File: config.mk
export PLATFORM = sky130hd
export DESIGN_NAME = writeback_stage
export DESIGN_NICKNAME = d
export VERILOG_FILES = /design/src/rtl/writeback_stage.sv
export SDC_FILE = /design/constraint.sdc
export NUM_CORES = 1
export LEC_CHECK = 0
export CAP_MARGIN = 15
export CORE_MARGIN = 2
export CORE_UTILIZATION = 47
export CTS_CLUSTER_SIZE = 8
export DETAILED_ROUTE_END_ITERATION = 8
export GPL_TIMING_DRIVEN = 0
export PLACE_DENSITY = 0.95
export SLEW_MARGIN = 10
export SYNTH_ARGS = -nofsm -noshare
export SYNTH_HDL_FRONTEND = slang
export SYNTH_SLANG_ARGS = --single-unit
File: constraint.sdc
create_clock -name clk -period 3.4 [get_ports clk]
set_clock_uncertainty 0.15 [all_clocks]
set_input_delay 0.85 -clock clk [delete_from_list [all_inputs] [get_ports clk]]
set_output_delay 0.85 -clock clk [all_outputs]
set_load 0.02 [all_outputs]
File: src/rtl/writeback_stage.sv
// writeback_stage: MEM/WB pipeline register, load extraction/extension,
// writeback mux, misaligned-load detection and a retired-instruction counter.
// Bit numbering: vectors are declared descending here. The big-endian MSB
// (bit 0 in MSB-first numbering) is index [31] of a data word and [4] of a
// register index. Byte lane 0 is therefore bits [31:24].
module writeback_stage (
  input  logic        clk,
  input  logic        reset,
  input  logic        valid_in,
  input  logic        flush,
  input  logic [31:0] nextPC_in,
  input  logic [4:0]  destReg_in,
  input  logic [31:0] aluResult_in,
  input  logic [31:0] dataOut_in,
  input  logic        PCtoReg_in,
  input  logic        RegWrite_in,
  input  logic        MemToReg_in,
  input  logic        loadSign_in,
  input  logic [1:0]  DSize_in,
  output logic        regWrite_out,
  output logic [4:0]  regDest_out,
  output logic [31:0] regData_out,
  output logic        misalign_out,
  output logic [31:0] misalignAddr_out,
  output logic [31:0] retired_out
);

  // Held MEM/WB slot
  logic        r_v;
  logic [31:0] r_next_pc;
  logic [4:0]  r_dest;
  logic [31:0] r_alu;
  logic [31:0] r_data;
  logic        r_pc_to_reg;
  logic        r_reg_write;
  logic        r_mem_to_reg;
  logic        r_load_sign;
  logic [1:0]  r_dsize;
  logic [31:0] r_retired;

  logic [1:0]  w_a;
  logic [7:0]  w_byte;
  logic [15:0] w_half;
  logic [31:0] w_load;
  logic        w_mis_cond;
  logic        w_misaligned;
  logic [31:0] w_wb_data;

  assign w_a = r_alu[1:0];

  // Capture the memory stage outputs; flush turns the slot into a bubble
  always_ff @(posedge clk or negedge reset) begin
    if (!reset) begin
      r_v          <= 1'b0;
      r_next_pc    <= 32'd0;
      r_dest       <= 5'd0;
      r_alu        <= 32'd0;
      r_data       <= 32'd0;
      r_pc_to_reg  <= 1'b0;
      r_reg_write  <= 1'b0;
      r_mem_to_reg <= 1'b0;
      r_load_sign  <= 1'b0;
      r_dsize      <= 2'b00;
    end else begin
      r_v          <= valid_in & ~flush;
      r_next_pc    <= nextPC_in;
      r_dest       <= destReg_in;
      r_alu        <= aluResult_in;
      r_data       <= dataOut_in;
      r_pc_to_reg  <= PCtoReg_in;
      r_reg_write  <= RegWrite_in;
      r_mem_to_reg <= MemToReg_in;
      r_load_sign  <= loadSign_in;
      r_dsize      <= DSize_in;
    end
  end

  // Select the addressed lane, extend it, and detect misalignment by size
  always_comb begin
    w_byte = r_data[31:24];
    case (w_a)
      2'b00:   w_byte = r_data[31:24];
      2'b01:   w_byte = r_data[23:16];
      2'b10:   w_byte = r_data[15:8];
      default: w_byte = r_data[7:0];
    endcase
    w_half = w_a[1] ? r_data[15:0] : r_data[31:16];
    w_load = r_data;
    w_mis_cond = 1'b0;
    case (r_dsize)
      2'b00: begin
        w_load = r_load_sign ? {{24{w_byte[7]}}, w_byte} : {24'd0, w_byte};
      end
      2'b01: begin
        w_load = r_load_sign ? {{16{w_half[15]}}, w_half} : {16'd0, w_half};
        w_mis_cond = w_a[0];
      end
      default: begin
        w_load = r_data;
        w_mis_cond = |w_a;
      end
    endcase
  end

  assign w_misaligned = r_v & r_mem_to_reg & w_mis_cond;

  // Writeback priority: link value, then load data, then ALU result
  always_comb begin
    w_wb_data = r_alu;
    if (r_pc_to_reg) begin
      w_wb_data = r_next_pc;
    end else if (r_mem_to_reg) begin
      w_wb_data = w_load;
    end
  end

  // Count every valid, non-faulting instruction leaving the pipeline
  always_ff @(posedge clk or negedge reset) begin
    if (!reset) begin
      r_retired <= 32'd0;
    end else if (r_v && !w_misaligned) begin
      r_retired <= r_retired + 32'd1;
    end
  end

  assign regWrite_out     = r_v & r_reg_write & ~w_misaligned & (r_dest != 5'd0);
  assign regDest_out      = r_dest;
  assign regData_out      = w_wb_data;
  assign misalign_out     = w_misaligned;
  assign misalignAddr_out = w_misaligned ? r_alu : 32'd0;
  assign retired_out      = r_retired;

endmodule

Yosys cells after proc, flatten, opt, wreduce, memory -nomap -nowiden
Index checks and enable logic that the tools add are counted.
{"block": "word_totals", "inputBits": 111, "reg_bits": 140, "elab_cells": 38, "output_inout_bits": 103}
{"block": "classes", "eq_ne": 3, "bitwise_logic": 8, "n_reduce_logical": 6, "n_addsub": 1, "mux": 9}
{"op": "$mux W32", "n": 5}
{"op": "$pmux W32 S2", "n": 1}
{"op": "$add A32 B1 Y32 const B", "n": 1}
{"op": "$pmux W8 S3", "n": 1}
{"op": "$mux W16", "n": 1}
{"op": "$and A1 B1 Y1", "n": 6}
{"op": "$reduce_bool A5 Y1", "n": 1}
{"op": "$eq A2 B1 Y1 const B", "n": 2}
{"op": "$logic_not A2 Y1", "n": 2}
{"op": "$eq A2 B2 Y1 const B", "n": 1}
{"op": "$not A1 Y1", "n": 2}
{"op": "$pmux W1 S2", "n": 1}
{"op": "$reduce_or A2 Y1", "n": 1}
{"op": "$logic_and A1 B1 Y1", "n": 1}
{"op": "$logic_not A1 Y1", "n": 1}

Longest topological paths before layout
Gate-level depths: netlist of run 1.
{"block": "depth", "ltp_word": 6, "ltp_mapped": 7, "ltp_nobuf": 6}

Worst setup path before layout of run 1
OpenSTA, ideal clock, no wires.
{"block": "synth_timing", "path_kind": "reg-to-output", "startpoint": "register r_dsize[0]", "endpoint": "output port regData_out[2]", "n_path_buf": 2, "required_ps": 2400, "path_stages_with_launch": 7, "setup_slack_ps": 658, "arrival_ps": 1742, "path_cell_list": "dfrtp_1 clkbuf_1 or2_2 clkbuf_1 o32a_1 a2bb2oi_1 o21ai_0"}
{"block": "synth_between", "elab_chain_cells": 4, "elab_cells_between_ends": 5, "classes_between": "eq/ne: 1; mux: 3; reduce/logical: 1"}
{"element": "start: declaration", "line_no": "38", "text": "logic [1:0] r_dsize;"}
{"element": "start signal: assignment", "line_no": "74", "text": "r_dsize <= DSize_in;"}
{"element": "$eq A2 B1 Y1 or $logic_not A2 Y1 (tied branches)", "line_no": "90", "text": "case (r_dsize)"}
{"element": "$pmux W32 S2 *", "line_no": "90"}
{"element": "$mux W32 *", "line_no": "112", "text": "end else if (r_mem_to_reg) begin"}
{"element": "$mux W32 *", "line_no": "110", "text": "if (r_pc_to_reg) begin"}
{"element": "end: declaration", "line_no": "22", "text": "output logic [31:0] regData_out,"}
Every way passes the cells marked *; elsewhere a longest branch is shown, timed or not.

Worst setup path after layout of run 1
{"block": "layout_timing", "startpoint": "register r_alu[0]", "endpoint": "output port misalignAddr_out[1]"}
{"block": "layout_between", "elab_chain_cells": 4}
{"element": "start: declaration", "line_no": "32", "text": "logic [31:0] r_alu;"}
{"element": "start signal: assignment", "line_no": "68", "text": "r_alu <= aluResult_in;"}
{"element": "$reduce_or A2 Y1", "line_no": "100", "text": "w_mis_cond = |w_a;"}
{"element": "$pmux W1 S2 *", "line_no": "90"}
{"element": "$and A1 B1 Y1 *", "line_no": "105", "text": "assign w_misaligned = r_v & r_mem_to_reg & w_mis_cond;"}
{"element": "$mux W32 *", "line_no": "130", "text": "assign misalignAddr_out = w_misaligned ? r_alu : 32'd0;"}
{"element": "end: declaration", "line_no": "24", "text": "output logic [31:0] misalignAddr_out,"}
Marked as above.

==> results of run 1 <==
## power by group
part / internal (mW) / total (mW) / leakage (nW) / switching [mW]
registers: 1.76 / 1.85 / 1.70 / 0.0905
clock network: 1.16 / 1.84 / 0.285 / 0.681
logic: 0.319 / 0.644 / 1.77 / 0.325
total: 3.24 / 4.34 / 3.76 / 1.10
## logic make-up (layout without fill, tap and decap cells)
family                     Yosys count  count (layout)  share of synthesized area (%)
xor gates and xnor gates            31              31                           4.98
and+or+nand+nor                    143             143                           13.7
muxes                                7               7                           1.54
AOI/OAI and AO/OA                  111             111                           13.1
DFF                                140             140                           64.2
adders and majority gates            1               1                          0.229
buffers and inverters               30             281                           2.20
## Yosys cell counts (3+ instances only)
cell type,n
dfrtp_1,140
nand2_1,48
a21oi_1,31
and2_1,31
o22ai_1,25
xnor2_1,25
clkbuf_1,18
o21ai_0,15
nor2_1,13
nand3_1,11
nand4_1,11
a22o_1,9
nor3_1,9
a22oi_1,7
buf_2,6
xor2_1,6
a2bb2oi_1,5
mux2i_1,5
nor2b_1,5
inv_1,4
o32a_1,4
a21o_1,3
and3_1,3
and4_1,3
## final cells by class
cell class	count	area share [%]
multi-input combinational	293	22.5
tap	143	2.13
clock buffer	19	5.27
sequential	140	41.7
timing repair buffer	224	25.0
buffer	22	1.49
inverter	5	0.238
clock inverter	11	1.74
## per-stage QoR
stage | utilization [%] | TNS (ns) | total power [mW]
2_1_floorplan | - | 0 | 2.13
6_report | 74.0 | 0 | 4.34
3_3_place_gp | 68.3 | -531.08 | 2.50
3_5_place_dp | 68.6 | -10.39 | 2.53
5_1_grt | 74.0 | -0.0432 | 4.49
4_1_cts | 74.4 | 0 | 4.36
## final timing paths
check | start | to | slack (ns) | cells past startpoint
worst max-delay path | r_alu[0] | misalignAddr_out[1] | 0.07 | 7
worst min-delay path | reset | r_alu[27] | 0.18 | 1
worst min register to register | retired_out[4] | retired_out[4] | 0.35 | 1
min in group clk | retired_out[4] | retired_out[4] | 0.35 | 1
worst max register to register | r_alu[1] | retired_out[26] | 1.12 | 6
max in group asynchronous | reset | r_dsize[1] | 2.11 | 2
## per-layer routing
layer  global-route usage, %  part of all wire (%)
met1                    32.7                    37
met2                    47.5                    50
met3                    7.29                   7.9
met4                    15.9                   4.7
met5                       0                     0
## repair_timing
| action | CTS | global route |
|---|---|---|
| endpoints found under the setup margin | 65 | 14 |
| hold buffers | 0 | 0 |
| setup buffers | 6 | 4 |
| pin swaps | 3 | 2 |
| gates resized for setup | 114 | 25 |
==> reports/summary.json, run 1 <==
{
  "arrival": {"value": 2.33, "unit": "ns"},
  "path_class": {"value": "flip-flop to primary output"},
  "layout-drive-gt1-share": {"value": 13.2, "unit": "%"},
  "globalRoute.totalOverflow": {"value": 0},
  "relative_slew_slack": {"value": 65.0, "unit": "%"},
  "critPathBufInv": {"value": 4},
  "chipHeight": {"value": 112, "unit": "µm"},
  "post_drt_via_cell_ratio": {"value": 5.68},
  "post-dp-hpwl": {"value": 12.2, "unit": "mm"},
  "cp_slowest_cell": {"value": "clkdlybuf4s50_1"},
  "drc": {"value": 0},
  "die_w": {"value": 112, "unit": "µm"},
  "design.core.area": {"value": 11400, "unit": "µm²"},
  "layout_setup_ws": {"value": 0.0732, "unit": "ns"},
  "design.portCount": {"value": 214},
  "postSynthNetCount": {"value": 575},
  "hold_class": {"value": "input pin to asynchronous set/reset pin"},
  "unrepaired_setup_endpoints_after_global_routing": {"value": "yes"},
  "layout.cells.most_common": {"value": "clkdlybuf4s50_1"},
  "status": {"value": "finished, final reports clean"},
  "wl_per_cell": {"value": 19.9, "unit": "µm"},
  "worst-path-max-fanout": {"value": 10},
  "cts.path.max_buffers": {"value": 2},
  "power.static_leakage": {"value": 3.76, "unit": "nW"},
  "asyncSetResetFlopFracSynth": {"value": 100, "unit": "%"},
  "post-synth-top-area-cell": {"value": "dfrtp_1"},
  "grt_start_max_net_pins": {"value": 98},
  "setup.worst_path.end_class": {"value": "primary output"},
  "post-route-cell-area": {"value": 8410, "unit": "µm²"},
  "area_delta_synth_final": {"value": 54.1, "unit": "%"},
  "place.port_buffers": {"value": 213},
  "setup_failing_eps_final": {"value": 0},
  "dieArea": {"value": 12500, "unit": "µm²"},
  "seq_area": {"value": 3510, "unit": "µm²"},
  "setup.worst_path.start_class": {"value": "flip-flop"},
  "numPlacedInstances": {"value": 820},
  "crit_path_frequent_cell": {"value": "buf_4"},
  "cell_chosen_for_the_clock_root": {"value": "clkbuf_16"},
  "start_util": {"value": 48.0, "unit": "%"},
  "path_clk_slew": {"value": 0.06, "unit": "ns"},
  "fill_cells": {"value": 736},
  "synth.yosys.seq_area_share": {"value": 64.2, "unit": "%"},
  "power.density_cell_area": {"value": 516, "unit": "nW/µm²"},
  "tritoncts": {"value": "yes"},
  "number_of_antenna_violations_at_the_first_check_in_global_routing": {"value": 0},
  "main_area_contributors_after_synthesis": {"value": "dfrtp_1 64%, xnor2_1 4.0%, and2_1 3.6%"},
  "critical-path-max-stage-delay": {"value": 0.55, "unit": "ns"},
  "timing.critical_path.cells": {"value": "buf_4 -> o21ai_0 -> a21oi_2 -> buf_4 -> buf_4 -> and2_1 -> clkdlybuf4s50_1"},
  "fin_crit_sh": {"value": 97.8, "unit": "%"},
  "h-tree-depth": {"value": 4},
  "cts_inserted_buffers": {"value": 17},
  "placement.setup.worst_slack": {"value": -0.303, "unit": "ns"},
  "clock_sink_count": {"value": 140},
  "synth_top_area_share": {"value": 64.2, "unit": "%"},
  "multi_input_comb_area": {"value": 1890, "unit": "µm²"},
  "path_delay_family": {"value": "buffers and inverters"},
  "drt_first_iter_violations": {"value": 449},
  "vias": {"value": 4871},
  "hold_violations": {"value": 0},
  "fin_hold_ws": {"value": 0.181, "unit": "ns"},
  "grt_usage": {"value": 28.1, "unit": "%"},
  "antenna_cells_inserted": {"value": 0},
  "grt_first_pass_wirelength": {"value": 26.6, "unit": "mm"},
  "detail_route.first_pass.iterations": {"value": 6},
  "routed_wirelength": {"value": 17.1, "unit": "mm"},
  "netlist-cell-type-count": {"value": 46},
  "vdd_drop_max": {"value": 0.391, "unit": "mV"},
  "synth-edff-count": {"value": 0},
  "synth.avg_cell_area": {"value": 11.8, "unit": "µm²"},
  "ys.warnings.count": {"value": 0},
  "cp_data_required_time": {"value": 2.40, "unit": "ns"},
  "placedInstanceArea": {"value": 7790, "unit": "µm²"},
  "postSynthRegisterBits": {"value": 140},
  "fmax": {"value": 301, "unit": "MHz"},
  "mostFrequentLayoutCells": {"value": "151 x clkdlybuf4s50_1, 138 x dfrtp_1, 47 x nand2_1"},
  "stdcell_count": {"value": 857},
  "worst_skew_pair.late_latency": {"value": 0.42, "unit": "ns"},
  "layout.nets": {"value": 815},
  "gp_congestion": {"value": 0.890},
  "synth.cell_area": {"value": 5460, "unit": "µm²"},
  "placementRows": {"value": 39},
  "timing_worst_slew_pin_value": {"value": 0.525, "unit": "ns"},
  "final.min_clock_period": {"value": 3.33, "unit": "ns"},
  "cap_violations": {"value": 0},
  "report.final.slew_viol_count": {"value": 0},
  "postSynthCellCount": {"value": 463},
  "postRouteAntennaNets": {"value": 0},
  "grt_pass1_vias": {"value": 4979},
  "synth_flop_cell": {"value": "dfrtp_1"}
}
Power figures use the tool's default switching activity.
==> inputs of run 2 (changes only) <==
--- a/config.mk
+++ b/config.mk
@@ -12,7 +12,7 @@
 export DETAILED_ROUTE_END_ITERATION = 8
 export GPL_TIMING_DRIVEN = 0
 export PLACE_DENSITY = 0.95
-export SLEW_MARGIN = 10
+export SLEW_MARGIN = 20
 export SYNTH_ARGS = -nofsm -noshare
 export SYNTH_HDL_FRONTEND = slang
 export SYNTH_SLANG_ARGS = --single-unit
==> run 2 against run 1 <==
Effect of this change:
- first-iteration DRC count shrank 2.0%
- clock power up 9%
- die area stayed put
- utilization rose by 1.2 points
- total power grew 4.0%
- wire length grew 4.2%
- sequential share of layout area decreased by 0.68 points
- sequential cell count is the same
==> reports/summary.json, run 2 (synthesized netlist as in run 1, its figures left out) <==
{
  "fin_crit_sh": {"value": 99.1, "unit": "%", "change": "was 97.8%"},
  "grt_usage": {"value": 29.2, "unit": "%", "change": "was 28.1%"},
  "cap_violations": {"value": 0, "change": "unchanged"},
  "h-tree-depth": {"value": 4, "change": "unchanged"},
  "place.port_buffers": {"value": 213, "change": "unchanged"},
  "placedInstanceArea": {"value": 7800, "unit": "µm²", "change": "was 7790 µm²"},
  "die_w": {"value": 112, "unit": "µm", "change": "unchanged"},
  "fill_cells": {"value": 701, "change": "was 736"},
  "path_depth": {"value": 7, "change": "unchanged"},
  "path_class": {"value": "flip-flop to primary output", "change": "unchanged"},
  "grt_pass1_vias": {"value": 5182, "change": "was 4979"},
  "detail_route.first_pass.iterations": {"value": 5, "change": "was 6"},
  "layout_setup_ws": {"value": 0.0320, "unit": "ns", "change": "was 0.0732 ns"},
  "cp-startpoint": {"value": "r_alu[0]", "change": "unchanged"},
  "critical-path-max-stage-delay": {"value": 0.40, "unit": "ns", "change": "was 0.55 ns"},
  "grt_start_max_net_pins": {"value": 98, "change": "unchanged"},
  "cts.path.max_buffers": {"value": 2, "change": "unchanged"},
  "layout.nets": {"value": 813, "change": "was 815"},
  "critPathBufInv": {"value": 2, "change": "was 4"},
  "dieArea": {"value": 12500, "unit": "µm²", "change": "unchanged"},
  "met1_usage": {"value": 34.3, "unit": "%", "change": "was 32.7%"},
  "status": {"value": "finished, final reports clean", "change": "unchanged"},
  "timing_worst_slew_pin_value": {"value": 0.507, "unit": "ns", "change": "was 0.525 ns"},
  "area_delta_synth_final": {"value": 56.6, "unit": "%", "change": "was 54.1%"},
  "path_delay_family": {"value": "compound AO/OA/AOI/OAI gates", "change": "was buffers and inverters"},
  "post-dp-hpwl": {"value": 12.5, "unit": "mm", "change": "was 12.2 mm"},
  "critical_path.reg2reg.startpoint": {"value": "retired_out[0]", "change": "was r_alu[1]"},
  "globalRoute.totalOverflow": {"value": 0, "change": "unchanged"},
  "arrival": {"value": 2.37, "unit": "ns", "change": "was 2.33 ns"},
  "globalRoute.busiestLayer": {"value": "met2", "change": "unchanged"},
  "drt_first_iter_violations": {"value": 440, "change": "was 449"},
  "vdd_drop_max": {"value": 0.437, "unit": "mV", "change": "was 0.391 mV"},
  "fmax": {"value": 297, "unit": "MHz", "change": "was 301 MHz"},
  "relative_slew_slack": {"value": 65.9, "unit": "%", "change": "was 65.0%"},
  "number_of_antenna_violations_at_the_first_check_in_global_routing": {"value": 0, "change": "unchanged"},
  "chipHeight": {"value": 112, "unit": "µm", "change": "unchanged"},
  "design.core.area": {"value": 11400, "unit": "µm²", "change": "unchanged"},
  "antenna_cells_inserted": {"value": 0, "change": "unchanged"},
  "hold_class": {"value": "input pin to asynchronous set/reset pin", "change": "unchanged"},
  "worst_skew_pair.late_latency": {"value": 0.42, "unit": "ns", "change": "about the same"},
  "routed_wirelength": {"value": 17.8, "unit": "mm", "change": "was 17.1 mm"},
  "report.final.slew_viol_count": {"value": 0, "change": "unchanged"},
  "worst-path-max-fanout": {"value": 10, "change": "unchanged"},
  "internal_power": {"value": 3.40, "unit": "mW", "change": "was 3.24 mW"},
  "post-route-cell-area": {"value": 8540, "unit": "µm²", "change": "was 8410 µm²"},
  "met2_resource_use_gr": {"value": 48.8, "unit": "%", "change": "was 47.5%"},
  "flop_to_flop_setup_slack": {"value": 1.10, "unit": "ns", "change": "was 1.12 ns"},
  "tns": {"value": 0, "unit": "ns", "change": "unchanged"},
  "placement.setup.worst_slack": {"value": -0.311, "unit": "ns", "change": "was -0.303 ns"},
  "setup.worst_path.start_class": {"value": "flip-flop", "change": "unchanged"},
  "layout-drive-gt1-share": {"value": 12.3, "unit": "%", "change": "was 13.2%"},
  "post_drt_via_cell_ratio": {"value": 5.78, "change": "was 5.68"},
  "gp_congestion": {"value": 0.890, "change": "unchanged"},
  "cts_inserted_buffers": {"value": 17, "change": "unchanged"},
  "setup_failing_eps_final": {"value": 0, "change": "unchanged"},
  "switching_fraction_of_total_power": {"value": 24.6, "unit": "%", "change": "was 25.3%"},
  "timing.critical_path.cells": {"value": "buf_4 -> nand2_1 -> o221ai_1 -> o21ai_0 -> a21o_2 -> a21oi_1 -> dlygate4sd2_1", "change": "was buf_4 -> o21ai_0 -> a21oi_2 -> buf_4 -> buf_4 -> and2_1 -> clkdlybuf4s50_1"},
  "p_clk_share": {"value": 44.3, "unit": "%", "change": "was 42.5%"},
  "design.portCount": {"value": 214, "change": "unchanged"},
  "cell_chosen_for_the_clock_root": {"value": "clkbuf_16", "change": "unchanged"},
  "vias": {"value": 4949, "change": "was 4871"},
  "tritoncts": {"value": "yes", "change": "unchanged"},
  "layout.cells.most_common": {"value": "clkdlybuf4s50_1", "change": "unchanged"},
  "crit_path_end": {"value": "regData_out[30]", "change": "was misalignAddr_out[1]"},
  "grt_util_met3": {"value": 7.40, "unit": "%", "change": "was 7.29%"},
  "power.density_cell_area": {"value": 528, "unit": "nW/µm²", "change": "was 516 nW/µm²"},
  "final.min_clock_period": {"value": 3.37, "unit": "ns", "change": "was 3.33 ns"},
  "r2r_cells": {"value": 6, "change": "unchanged"},
  "setup.worst_path.end_class": {"value": "primary output", "change": "unchanged"},
  "net-switching-power": {"value": 1.11, "unit": "mW", "change": "was 1.10 mW"},
  "start_util": {"value": 48.0, "unit": "%", "change": "unchanged"},
  "postRouteAntennaNets": {"value": 0, "change": "unchanged"},
  "p_comb_share": {"value": 14.6, "unit": "%", "change": "was 14.8%"},
  "power.static_leakage": {"value": 3.91, "unit": "nW", "change": "was 3.76 nW"},
  "wl_per_cell": {"value": 20.8, "unit": "µm", "change": "was 19.9 µm"},
  "placementRows": {"value": 39, "change": "unchanged"},
  "clock_sink_count": {"value": 140, "change": "unchanged"},
  "mostFrequentLayoutCells": {"value": "150 x clkdlybuf4s50_1, 139 x dfrtp_1, 47 x nand2_1", "change": "was 151 x clkdlybuf4s50_1, 138 x dfrtp_1, 47 x nand2_1"},
  "grt_first_pass_wirelength": {"value": 27.6, "unit": "mm", "change": "was 26.6 mm"},
  "cp_slowest_cell": {"value": "dfrtp_1", "change": "was clkdlybuf4s50_1"},
  "path_clk_slew": {"value": 0.06, "unit": "ns", "change": "about the same"},
  "cts.hold.buffers_added": {"value": 0, "change": "unchanged"},
  "finish.utilization": {"value": 75.2, "unit": "%", "change": "was 74.0%"},
  "fin_hold_ws": {"value": 0.149, "unit": "ns", "change": "was 0.181 ns"},
  "drc": {"value": 0, "change": "unchanged"},
  "r2r-end": {"value": "retired_out[26]", "change": "unchanged"},
  "cp_data_required_time": {"value": 2.40, "unit": "ns", "change": "about the same"},
  "hold_violations": {"value": 0, "change": "unchanged"},
  "sequential_power_share": {"value": 41.1, "unit": "%", "change": "was 42.7%"}
}
## run 2: timing repair
item                       in CTS  in global routing
setup endpoints to repair      65                 28
pin swaps                       3                  2
gates resized for setup       105                 36
setup buffers                   5                  3
## run 2: metal layers
metal,wire (µm),vias to the layer above
li1,-,2120
met1,6580,2431
met2,9060,326
met3,1210,72
met4,923,0
met5,0,-
## run 2: power by group through the flow
stage | combinational (mW) | clock (mW) | sequential [mW]
global placement | 0.638 | 0 | 1.86
floorplan | 0.240 | 0 | 1.89
CTS | 0.654 | 2.02 | 1.85
detailed placement | 0.662 | 0 | 1.87
finish | 0.659 | 2.00 | 1.85
global route | 0.702 | 2.10 | 1.86
## run 2: area by class of cell
cell class	instances	area, µm²	area share [%]
Buffer	22	136	1.60
Clock buffer	20	447	5.23
Clock inverter	11	193	2.26
Inverter	5	21.3	0.249
Multi-Input combinational cell	293	1890	22.2
Sequential cell	140	3500	41.0
Tap cell	143	179	2.09
Timing Repair Buffer	222	2170	25.4
## run 2: worst min path at each step
stage	from	to	cells after the start
floorplan	reset	r_alu[0]	0
global placement	retired_out[31]	retired_out[31]	1
detailed placement	retired_out[20]	retired_out[20]	1
CTS	reset	r_data[26]	1
global route	reset	r_data[26]	1
finish	reset	r_data[26]	1
## run 2: stage by stage
stage | power [mW] | instances
after detailed placement | 2.53 | 820
after CTS | 4.52 | 853
after floorplan | 2.13 | 463
after global routing | 4.67 | 856
final | 4.51 | 856
after global placement | 2.50 | 819
